$ cat src/rtl/sensor_frame_engine.sv
// sensor_frame_engine
//   Samples CH 8-bit sensor channels every PERIOD clocks into a circular
//   buffer and streams framed packets to the radio over valid/ready:
//     A5 | NODE_ID | seq | len | payload[len] | xor(ID..payload)
//
// Ports
//   clk          clock, rising edge
//   rst          synchronous active-high reset
//   enable       sampling enable (clears the tick counter when low)
//   environment  channel k on bits [8k+7:8k]
//   flush        (SNF_FLUSH_EN only) send a short frame of what is buffered
//   tx_data      frame byte
//   tx_valid     tx_data valid
//   tx_ready     radio accepts byte
//   fill_level   registered buffer occupancy
//   overrun_cnt  dropped sample sets, saturating at 255
//   frame_active frame FSM not idle
//
// Build option
//   SNF_FLUSH_EN  adds the flush input and short-frame support.
//
// state     | meaning
// S_IDLE    | waiting for a full frame (or flush) in the buffer
// S_SYNC    | presenting sync byte A5
// S_ID      | presenting NODE_ID
// S_SEQ     | presenting sequence number
// S_LEN     | presenting payload length
// S_PAYLOAD | presenting buffer head, popped on each transfer
// S_CSUM    | presenting running XOR; seq increments on transfer
module sensor_frame_engine #(
  parameter int          CH        = 4,
  parameter int          DEPTH     = 16,
  parameter int          FRAME_LEN = 8,
  parameter int          PERIOD    = 1000,
  parameter logic [7:0]  NODE_ID   = 8'h01
) (
  input  logic                     clk,
  input  logic                     rst,
  input  logic                     enable,
  input  logic [CH*8-1:0]          environment,
`ifdef SNF_FLUSH_EN
  input  logic                     flush,
`endif
  output logic [7:0]               tx_data,
  output logic                     tx_valid,
  input  logic                     tx_ready,
  output logic [$clog2(DEPTH):0]   fill_level,
  output logic [7:0]               overrun_cnt,
  output logic                     frame_active
);

  localparam int AW  = $clog2(DEPTH);
  localparam int CW  = AW + 1;
  localparam int TW  = $clog2(PERIOD);
  localparam int CHW = (CH > 1) ? $clog2(CH) : 1;

  typedef enum logic [2:0] {
    S_IDLE, S_SYNC, S_ID, S_SEQ, S_LEN, S_PAYLOAD, S_CSUM
  } state_t;

  state_t          state, state_n;
  logic [TW-1:0]   tick_cnt;
  logic            scan_active;
  logic [CHW-1:0]  scan_ch;
  logic [7:0]      mem [DEPTH];
  logic [AW-1:0]   wr_ptr, rd_ptr;
  logic [CW-1:0]   count;
  logic [7:0]      seq, csum, len_reg, pay_cnt;

  logic tick, space_ok, push, pop, xfer, start_frame;
  logic [7:0] start_len;

  assign tick     = enable && (tick_cnt == TW'(PERIOD - 1));
  assign space_ok = (count <= CW'(DEPTH - CH));
  assign push     = scan_active;
  assign xfer     = tx_valid && tx_ready;
  assign pop      = xfer && (state == S_PAYLOAD);

  assign fill_level   = count;
  assign frame_active = (state != S_IDLE);

  // A full frame always takes priority; flush only shortens an otherwise idle wait.
  always_comb begin
    start_frame = (count >= CW'(FRAME_LEN));
    start_len   = 8'(FRAME_LEN);
`ifdef SNF_FLUSH_EN
    if (!start_frame && flush && (count != '0)) begin
      start_frame = 1'b1;
      start_len   = 8'(count);
    end
`endif
  end

  always_ff @(posedge clk) begin
    if (rst || !enable) tick_cnt <= '0;
    else if (tick)      tick_cnt <= '0;
    else                tick_cnt <= tick_cnt + 1'b1;
  end

  // Space is checked once at the tick so a set is either written whole or dropped.
  always_ff @(posedge clk) begin
    if (rst) begin
      scan_active <= 1'b0;
      scan_ch     <= '0;
      overrun_cnt <= 8'd0;
    end else begin
      if (scan_active) begin
        if (scan_ch == CHW'(CH - 1)) begin
          scan_active <= 1'b0;
          scan_ch     <= '0;
        end else begin
          scan_ch <= scan_ch + 1'b1;
        end
      end else if (tick) begin
        if (space_ok)                 scan_active <= 1'b1;
        else if (overrun_cnt != 8'hFF) overrun_cnt <= overrun_cnt + 8'd1;
      end
    end
  end

  always_ff @(posedge clk) begin
    if (push) mem[wr_ptr] <= environment[scan_ch*8 +: 8];
  end

  always_ff @(posedge clk) begin
    if (rst) begin
      wr_ptr <= '0;
      rd_ptr <= '0;
      count  <= '0;
    end else begin
      if (push) wr_ptr <= wr_ptr + 1'b1;
      if (pop)  rd_ptr <= rd_ptr + 1'b1;
      case ({push, pop})
        2'b10:   count <= count + 1'b1;
        2'b01:   count <= count - 1'b1;
        default: count <= count;
      endcase
    end
  end

  always_ff @(posedge clk) begin
    if (rst) begin
      state   <= S_IDLE;
      seq     <= 8'd0;
      csum    <= 8'd0;
      len_reg <= 8'd0;
      pay_cnt <= 8'd0;
    end else begin
      state <= state_n;
      if (state == S_IDLE && start_frame) len_reg <= start_len;
      if (state == S_SYNC)
        csum <= 8'd0;
      else if (xfer && (state == S_ID || state == S_SEQ || state == S_LEN || state == S_PAYLOAD))
        csum <= csum ^ tx_data;
      if (state != S_PAYLOAD) pay_cnt <= 8'd0;
      else if (xfer)          pay_cnt <= pay_cnt + 8'd1;
      if (xfer && state == S_CSUM) seq <= seq + 8'd1;
    end
  end

  always_comb begin
    state_n  = state;
    tx_valid = 1'b0;
    tx_data  = 8'd0;
    case (state)
      S_IDLE:    if (start_frame) state_n = S_SYNC;
      S_SYNC: begin
        tx_valid = 1'b1; tx_data = 8'hA5;
        if (xfer) state_n = S_ID;
      end
      S_ID: begin
        tx_valid = 1'b1; tx_data = NODE_ID;
        if (xfer) state_n = S_SEQ;
      end
      S_SEQ: begin
        tx_valid = 1'b1; tx_data = seq;
        if (xfer) state_n = S_LEN;
      end
      S_LEN: begin
        tx_valid = 1'b1; tx_data = len_reg;
        if (xfer) state_n = S_PAYLOAD;
      end
      S_PAYLOAD: begin
        tx_valid = 1'b1; tx_data = mem[rd_ptr];
        if (xfer && pay_cnt == len_reg - 8'd1) state_n = S_CSUM;
      end
      S_CSUM: begin
        tx_valid = 1'b1; tx_data = csum;
        if (xfer) state_n = S_IDLE;
      end
      default:   state_n = S_IDLE;
    endcase
  end

endmodule

$ cat config.mk
export PLATFORM = sky130hd
export DESIGN_NAME = sensor_frame_engine
export DESIGN_NICKNAME = d
export VERILOG_FILES = /design/src/rtl/sensor_frame_engine.sv
export SDC_FILE = /design/constraint.sdc
export NUM_CORES = 1
export LEC_CHECK = 0
export CORE_MARGIN = 10
export CORE_UTILIZATION = 35
export CTS_CLUSTER_SIZE = 40
export DETAILED_ROUTE_END_ITERATION = 10
export PLACE_DENSITY = 0.58
export SLEW_MARGIN = 20
export SYNTH_ARGS = -nofsm -noshare
export SYNTH_HDL_FRONTEND = slang
export SYNTH_SLANG_ARGS = --single-unit
$ cat constraint.sdc
create_clock -name clk -period 4.8 [get_ports clk]
set_input_delay 0.72 -clock clk [delete_from_list [all_inputs] [get_ports clk]]
set_output_delay 0.72 -clock clk [all_outputs]
set_load 0.05 [all_outputs]
==> qor.yml, run 1 <==
power_and_ir_drop:
  vdd_drop_max_mv: 0.196
  switching_power_w: 0.000669
  clkPwrFrac_pct: 43.8
  finalPower_w: 0.00327
  pwr_density_cell_nw_per_um2: 325
  p_comb_share_pct: 1.9
  p_int_w: 0.00260
  p_leak_nw: 3.23
  seqPwrFrac_pct: 54.3
  switching_share_pct: 20.5
layout:
  drive_above_1_share_pct: 11.3
  final_common_cell: "edfxtp_1"
  largest_reg_flops: 128
  area_growth_pct: 17.6
  fin_area_um2: 10100
  antenna_cells: 0
  final_cells: 1052
  biggestRegsByFlops: "mem (128), tick_cnt (10)"
  nets: 764
  layout_common_cells: "edfxtp_1, dfxtp_1, clkdlybuf4s50_1"
  regMostFlops: "mem"
grt:
  grt_pass1_wl_mm: 31.0
  grt_pass1_vias: 5445
  grtUsageTotal_pct: 13.0
  antenna_found_initial: 0
  grt_max_degree: 38
  grt_remaining_overflow: 0
synthesis:
  synthCells: 663
  synth_cell_types: 55
  synthArstFlopShare_pct: 0
  synth-edff-count: 128
  ys_seq_elements: 194
  syn-num-nets: 712
  ys.flop_type: "edfxtp_1"
  yosysTopAreaCellShare_pct: 44.9
  ys_top_cells_by_area: "edfxtp_1, dfxtp_1, mux4_2"
  yosysTopAreaCell: "edfxtp_1"
  yosys_warnings: 0
  yosysSeqAreaShare_pct: 60.3
  avgSynthCellArea_um2: 12.9
  syn_area_um2: 8570
hold_path:
  hp-class: "register to register"
critical_path:
  start_kind: "register"
  criticalPathCategory: "register to output pin"
  crit_family: "buffers and inverters"
  required_ps: 4080
  cp_slowest_cell: "clkdlybuf4s50_1"
  arrival_ps: 3370
  endpoint_kind: "output pin"
  path_buf_inv: 2
  crit_chain: "buf_4 > nor2_1 > a22oi_1 > nand2_1 > o21ai_0 > o2bb2ai_1 > clkdlybuf4s50_1"
  slowest_delay_ps: 830
  worst-path-max-fanout: 18
place:
  postPlaceCellArea_um2: 9470
  portBuffers: 58
  hpwl_mm: 14.4
  placedCellCount: 1020
  place_congestion: 0.885
cts:
  numCtsBuffers: 17
  cts_sinks: 194
  clkSlewWorstSetupHoldPaths_ps: 70
  cts_root_buffer: "clkbuf_16"
  cts_buffer_depth: 2
  ctsHoldBuffers: 0
  clock_latency_ps: 440
  post_cts_buffers: 0
  cts-htree-levels: 4
  tritoncts: "built"
  cts_resized: 0
sta:
  worst_slew_pin_slew_ps: 977
  setup_viol: 0
  period_share_pct: 85.2
  period_needed_ps: 4090
  finClkSkew_ps: 13.8
  slew_violations: 0
  setup_tns_ps: 0
  finalHoldViolations: 0
  fmax_ghz: 0.244
  rsz0062_at_grt: "false"
  maxSlewHeadroom_pct: 34.4
die:
  dieArea_um2: 31100
  die_h_um: 176
  fp.dieW_um: 176
  placementRows: 57
  ios: 59
  initial_utilization_pct: 35.4
  coreArea_um2: 24200
run:
  maxCapViolCount: 0
route:
  drc: 0
  dr.pass1.iters: 4
  wl_per_cell_um: 18.8
  ant_nets: 0
  vias: 5538
  first_iter_violations: 443
  wirelength_mm: 19.8
  avgViaCountPerCell: 5.26
outcome:
  status: "complete, no violations"
through the flow:
stage	utilization (%)	hold WS [ps]	setup WS, ps
after floorplan	-	418	1910
after global placement	39.2	432	1220
after detailed placement	39.2	440	1160
after CTS	41.7	458	679
after global routing	41.7	489	469
final	41.7	457	708
layer usage:
metal	vias to the layer above	GRT usage, %	routed length, um
met5	-	0	0
li1	2605	-	-
met2	150	20.7	9530
met1	2755	16.7	8710
met4	0	5.04	435
met3	28	3.33	1140
cells by family after synthesis:
group	after synthesis	synth area share, %
buffers and inverters	44	2.06
and+or+nand+nor	218	13.1
xor gates and xnor gates	34	3.48
muxes	70	12.1
DFF	194	60.3
adders and majority gates	13	1.90
AOI/OAI and AO/OA	90	7.05
power groups by stage:
stage               sequential [W]  combinational [W]  clock [W]
floorplan                  0.00181          0.0000213          0
global placement           0.00181          0.0000612          0
detailed placement         0.00181          0.0000629          0
CTS                        0.00178          0.0000631    0.00146
global route               0.00178          0.0000683    0.00153
finish                     0.00178          0.0000616    0.00143
final timing paths:
path,from,end,slack [ps],depth (start not counted)
setup reg to reg,state[2],fill_level[4],1930,10
setup / recovery,register,tx_data[4],710,7
hold reg to reg,tick_cnt[0],tick_cnt[0],460,1
hold / removal,tick_cnt[0],tick_cnt[0],460,1
synthesized netlist by cell type (all sizes together) (3+ instances only):
cell     number
a211o         3
a21oi        26
a22oi        15
a311o         3
a31o          3
and2         20
and3          6
buf          13
clkbuf       17
dfxtp        66
edfxtp      128
ha           13
inv          14
mux2         10
mux2i        34
mux4         26
nand2        48
nand2b        5
nand3        21
nand4        15
nand4b        5
nor2         57
nor2b         7
nor3         11
nor4          3
o21ai        19
o2bb2ai       3
or3          10
or4           3
xnor2        11
xor2         23
area by class of cell:
cell class / count / area, um^2
repair buffers: 63 / 618
well taps: 324 / 405
clock inverters: 13 / 133
fillers: 2218 / 14100
multi-input cells: 425 / 3230
clock buffers: 19 / 475
inverters: 14 / 52.6
flip-flops and latches: 194 / 5160
(Power assumes the default switching activity.)
==> run 2, diff against run 1 <==
SKIP_CTS_REPAIR_TIMING = 1   (was not set)
==> results of run 2 <==
Same layout as run 1: the final DEF is identical, and so are final timing and power.
==> patch 1: new RTL, settings of run 2 <==
Encoding of `state_t`: now one-hot (7 bits for 7 states).
--- a/src/rtl/sensor_frame_engine.sv
+++ b/src/rtl/sensor_frame_engine.sv
@@ -54,8 +54,8 @@
   localparam int TW  = $clog2(PERIOD);
   localparam int CHW = (CH > 1) ? $clog2(CH) : 1;
 
-  typedef enum logic [2:0] {
-    S_IDLE, S_SYNC, S_ID, S_SEQ, S_LEN, S_PAYLOAD, S_CSUM
+  typedef enum logic [6:0] {
+    S_IDLE = 7'b0000001, S_SYNC = 7'b0000010, S_ID = 7'b0000100, S_SEQ = 7'b0001000, S_LEN = 7'b0010000, S_PAYLOAD = 7'b0100000, S_CSUM = 7'b1000000
   } state_t;
 
   state_t          state, state_n;
Behaviour: no difference found for any inputs over 10 cycles, from zero or initial values and one cycle with rst high; not proved beyond that.
==> patch 1 against run 2 <==
  * Setup slack worse by 0.066 ns
  * Global-route usage is 0.51 points lower
  * Synthesized area grew 2.3%
  * Wire length shrank 3.0%
  * Worst hold slack improved by 0.017 ns
  * Final area increased by 1.1%
  * Sequential cell count is 4 higher
  * Power increased by 1.4%
==> patch 1: results (changes against run 2) <==
| Metric | Value |
|---|---|
| Crit-path max cell delay | 0.71 ns (-0.12 ns) |
| FF-to-FF Start | state[5] |
| Reg2reg path depth | 11 (+1) |
| Yosys cell types | 59 (+7.3%) |
| Met2 GRT Util | 21.0% (+0.28 points) |
| GR Layer Usage met3 | 3.04% (-0.29 points) |
| Place WS | 1.02 ns (-0.145 ns) |
| Final clock-cell share | 5.82% (-0.21 points) |
| Wire per inst | 18.6 µm (-1.3%) |
| Placed cell area | 9590 µm² (+1.3%) |
| Max_slew headroom | 42.6% (+8.3 points) |
| Routability cong. | 0.798 (-9.9%) |
| 1st-pass router iterations | 5 (+1) |
| Vias in the first global route | 5,685 (+4.4%) |
| Internal power | 2.63 mW (+1.0%) |
| Syn Inst Count | 650 (-2.0%) |
| Data arrival, critical path | 3.44 ns (+0.07 ns) |
| Worst vdd ir | 0.000235 V (+20%) |
| Post-Syn Nets | 701 (-1.5%) |
| Final instance area | 10,200 µm² (+1.1%) |
| Maximum fanout along the worst path | 17 (-1) |
| Multi-input gate area | 3300 µm² (+2.1%) |
| Sequential share of the synthesized area | 59.8% (-0.45 points) |
| Outcome | complete, no violations |
| First-pass GRT wire length | 30,900 µm (-0.51%) |
| Leak Pwr | 3.27 nW (+1.1%) |
| Largest net degree at the start of global routing | 48 (+26%) |
| Reg power frac | 54.6% (+0.3 points) |
| Placed instance count | 1,002 (-1.8%) |
| Global Route Usage Sum | 12.5% (-0.51 points) |
| Reg area | 5250 µm² (+1.6%) |
| DRT iter0 DRCs | 416 (-6.1%) |
| Non-clk bufs | 60 (-4.8%) |
| Non-Clock Buffer Area Fraction | 5.80% (-0.34 points) |
| Detailed Place HPWL | 13,400 µm (-6.6%) |
| Crit path to | tx_data[6] |
| Final nets | 748 (-2.1%) |
| Clk Latency, worst-skew pair | 0.42 ns (-0.02 ns) |
| # fillers | 2,245 (+1.2%) |
| Synth area leaders | edfxtp_1 (44%), dfxtp_1 (16%), mux4_2 (8.2%), mux4_1 (3.0%), nor2_1 (2.7%) |
| Layout cells sized above 1 | 11.0% (-0.28 points) |
| Commonest cells post-synth | edfxtp_1 (128), dfxtp_1 (70), nor2_1 (63) |
| Multi-input gate count | 406 (-4.5%) |
| R2R Setup Slk | 1.44 ns (-0.49 ns) |
[patch 1: cells by family after synthesis]
logic type	Yosys count	share of synthesized area (%)
muxes	59	13.2
adders and majority gates	15	2.23
xor gates and xnor gates	34	3.40
buffers and inverters	46	2.57
AOI/OAI and AO/OA	81	5.65
DFF	198	59.8
and+or+nand+nor	217	13.2
[patch 1: worst min path at each step]
stage                  end   startpoint  slack [ns]
5_1_grt        tick_cnt[0]  tick_cnt[0]        0.51
3_3_place_gp   tick_cnt[0]  tick_cnt[0]        0.44
6_report       tick_cnt[0]  tick_cnt[0]        0.47
4_1_cts        tick_cnt[0]  tick_cnt[0]        0.48
3_5_place_dp   tick_cnt[0]  tick_cnt[0]        0.46
2_1_floorplan  tick_cnt[0]  tick_cnt[0]        0.43
[patch 1: layer usage]
| layer | part of all wire, % | vias to the layer above |
|---|---|---|
| met1 | 45 | 2690 |
| met5 | 0 | - |
| met4 | 0.82 | 0 |
| met2 | 50 | 124 |
| li1 | - | 2545 |
| met3 | 4.9 | 9 |
==> patch 2: new RTL, flow settings as in run 2 <==
Without the edit above. Build with the macro `SNF_FLUSH_EN` defined.
--- a/src/rtl/sensor_frame_engine.sv
+++ b/src/rtl/sensor_frame_engine.sv
@@ -27,6 +27,8 @@
 // S_LEN     | presenting payload length
 // S_PAYLOAD | presenting buffer head, popped on each transfer
 // S_CSUM    | presenting running XOR; seq increments on transfer
+`define SNF_FLUSH_EN
+
 module sensor_frame_engine #(
   parameter int          CH        = 4,
   parameter int          DEPTH     = 16,
Ports: changed (added flush); port bits go from 59 to 60. No check against the original RTL was run, so the function may have changed too.
==> patch 2 against run 2 <==
  * Maximum frequency rose by 3.1%
  * Register-to-register slack got worse by 0.53 ns
  * Wire length grew 7.3%
  * Setup slack improved by 0.12 ns
  * Synthesized area grew 5.9%
  * Final area increased by 4.4%
  * Die area grew 5.2%
  * Sequential cell count increased by 4
  * Non-clock buffer count rose by 1
  * Global-route usage is 0.074 points higher
  * Power grew 0.33%
==> patch 2: results (changes against run 2) <==
| Metric | Value |
|---|---|
| Leak Pwr | 3.37 nW (+4.1%) |
| Synth area leaders | edfxtp_1 (42%), dfxtp_1 (15%), mux2i_1 (7.6%), mux4_2 (3.7%), nor2_1 (3.1%) |
| Final nets | 830 (+8.6%) |
| Routability cong. | 0.803 (-9.3%) |
| FF-to-FF Start | state[1] |
| DRT iter0 DRCs | 413 (-6.8%) |
| Placed cell area | 9940 µm² (+5.0%) |
| Internal power | 2.58 mW (-1.0%) |
| Port bufs | 59 (+1.7%) |
| CP max-delay cell | dfxtp_2 |
| Data arrival, critical path | 3.25 ns (-0.12 ns) |
| Maximum fanout along the worst path | 28 (+10) |
| Vias in the first global route | 5,851 (+7.5%) |
| Yosys cell types | 68 (+24%) |
| Top Family by Delay on Critical Path | multiplexers |
| Crit path to | tx_data[0] |
| Vias/cell | 5.17 (-1.9%) |
| Hold slack | 0.461 ns (+0.00342 ns) |
| Placed instance count | 1,086 (+6.5%) |
| Largest net degree at the start of global routing | 46 (+21%) |
| Worst vdd ir | 0.000211 V (+7.4%) |
| First-pass GRT wire length | 33,800 µm (+9.1%) |
| Clk_skew | 0.0222 ns (+0.00837 ns) |
| Mapped Avg Cell Area | 12.5 µm² (-3.0%) |
| Post-Syn Nets | 779 (+9.4%) |
| CTS root buffer | clkbuf_16 |
| Commonest cells post-synth | edfxtp_1 (128), nor2_1 (75), dfxtp_1 (70) |
| Outcome | complete, no violations |
## patch 2: cell families after synthesis
logic type,after synthesis,share of synthesized area (%)
AO/OA/AOI/OAI,96,7.41
XOR/XNOR,37,3.57
adder cells (fa/ha/maj),18,2.56
buffers and inverters,49,2.65
flip-flops,198,57.8
multiplexers,87,11.7
AND/OR/NAND/NOR,239,14.3
## patch 2: layout make-up
cell class	instances	area, µm²
clock buffers	18	429
inverters	17	63.8
clock inverters	14	145
repair buffers	64	628
flip-flops and latches	198	5250
multi-input cells	477	3590
well taps	330	413
fillers	2359	14800
## patch 2: stage by stage
stage | utilization (%) | worst slack, ns
2_1_floorplan | - | 1.76
3_3_place_gp | 39.2 | 1.19
3_5_place_dp | 39.2 | 1.15
4_1_cts | 41.5 | 0.796
5_1_grt | 41.5 | 0.641
6_report | 41.5 | 0.832
## patch 2: routing by layer
metal	track usage (%)	share of wire, %	up-vias
li1	-	-	2797
met1	17.7	48	2840
met2	20.4	46	120
met3	2.96	4.1	18
met4	3.94	1.5	0
met5	0	0	-
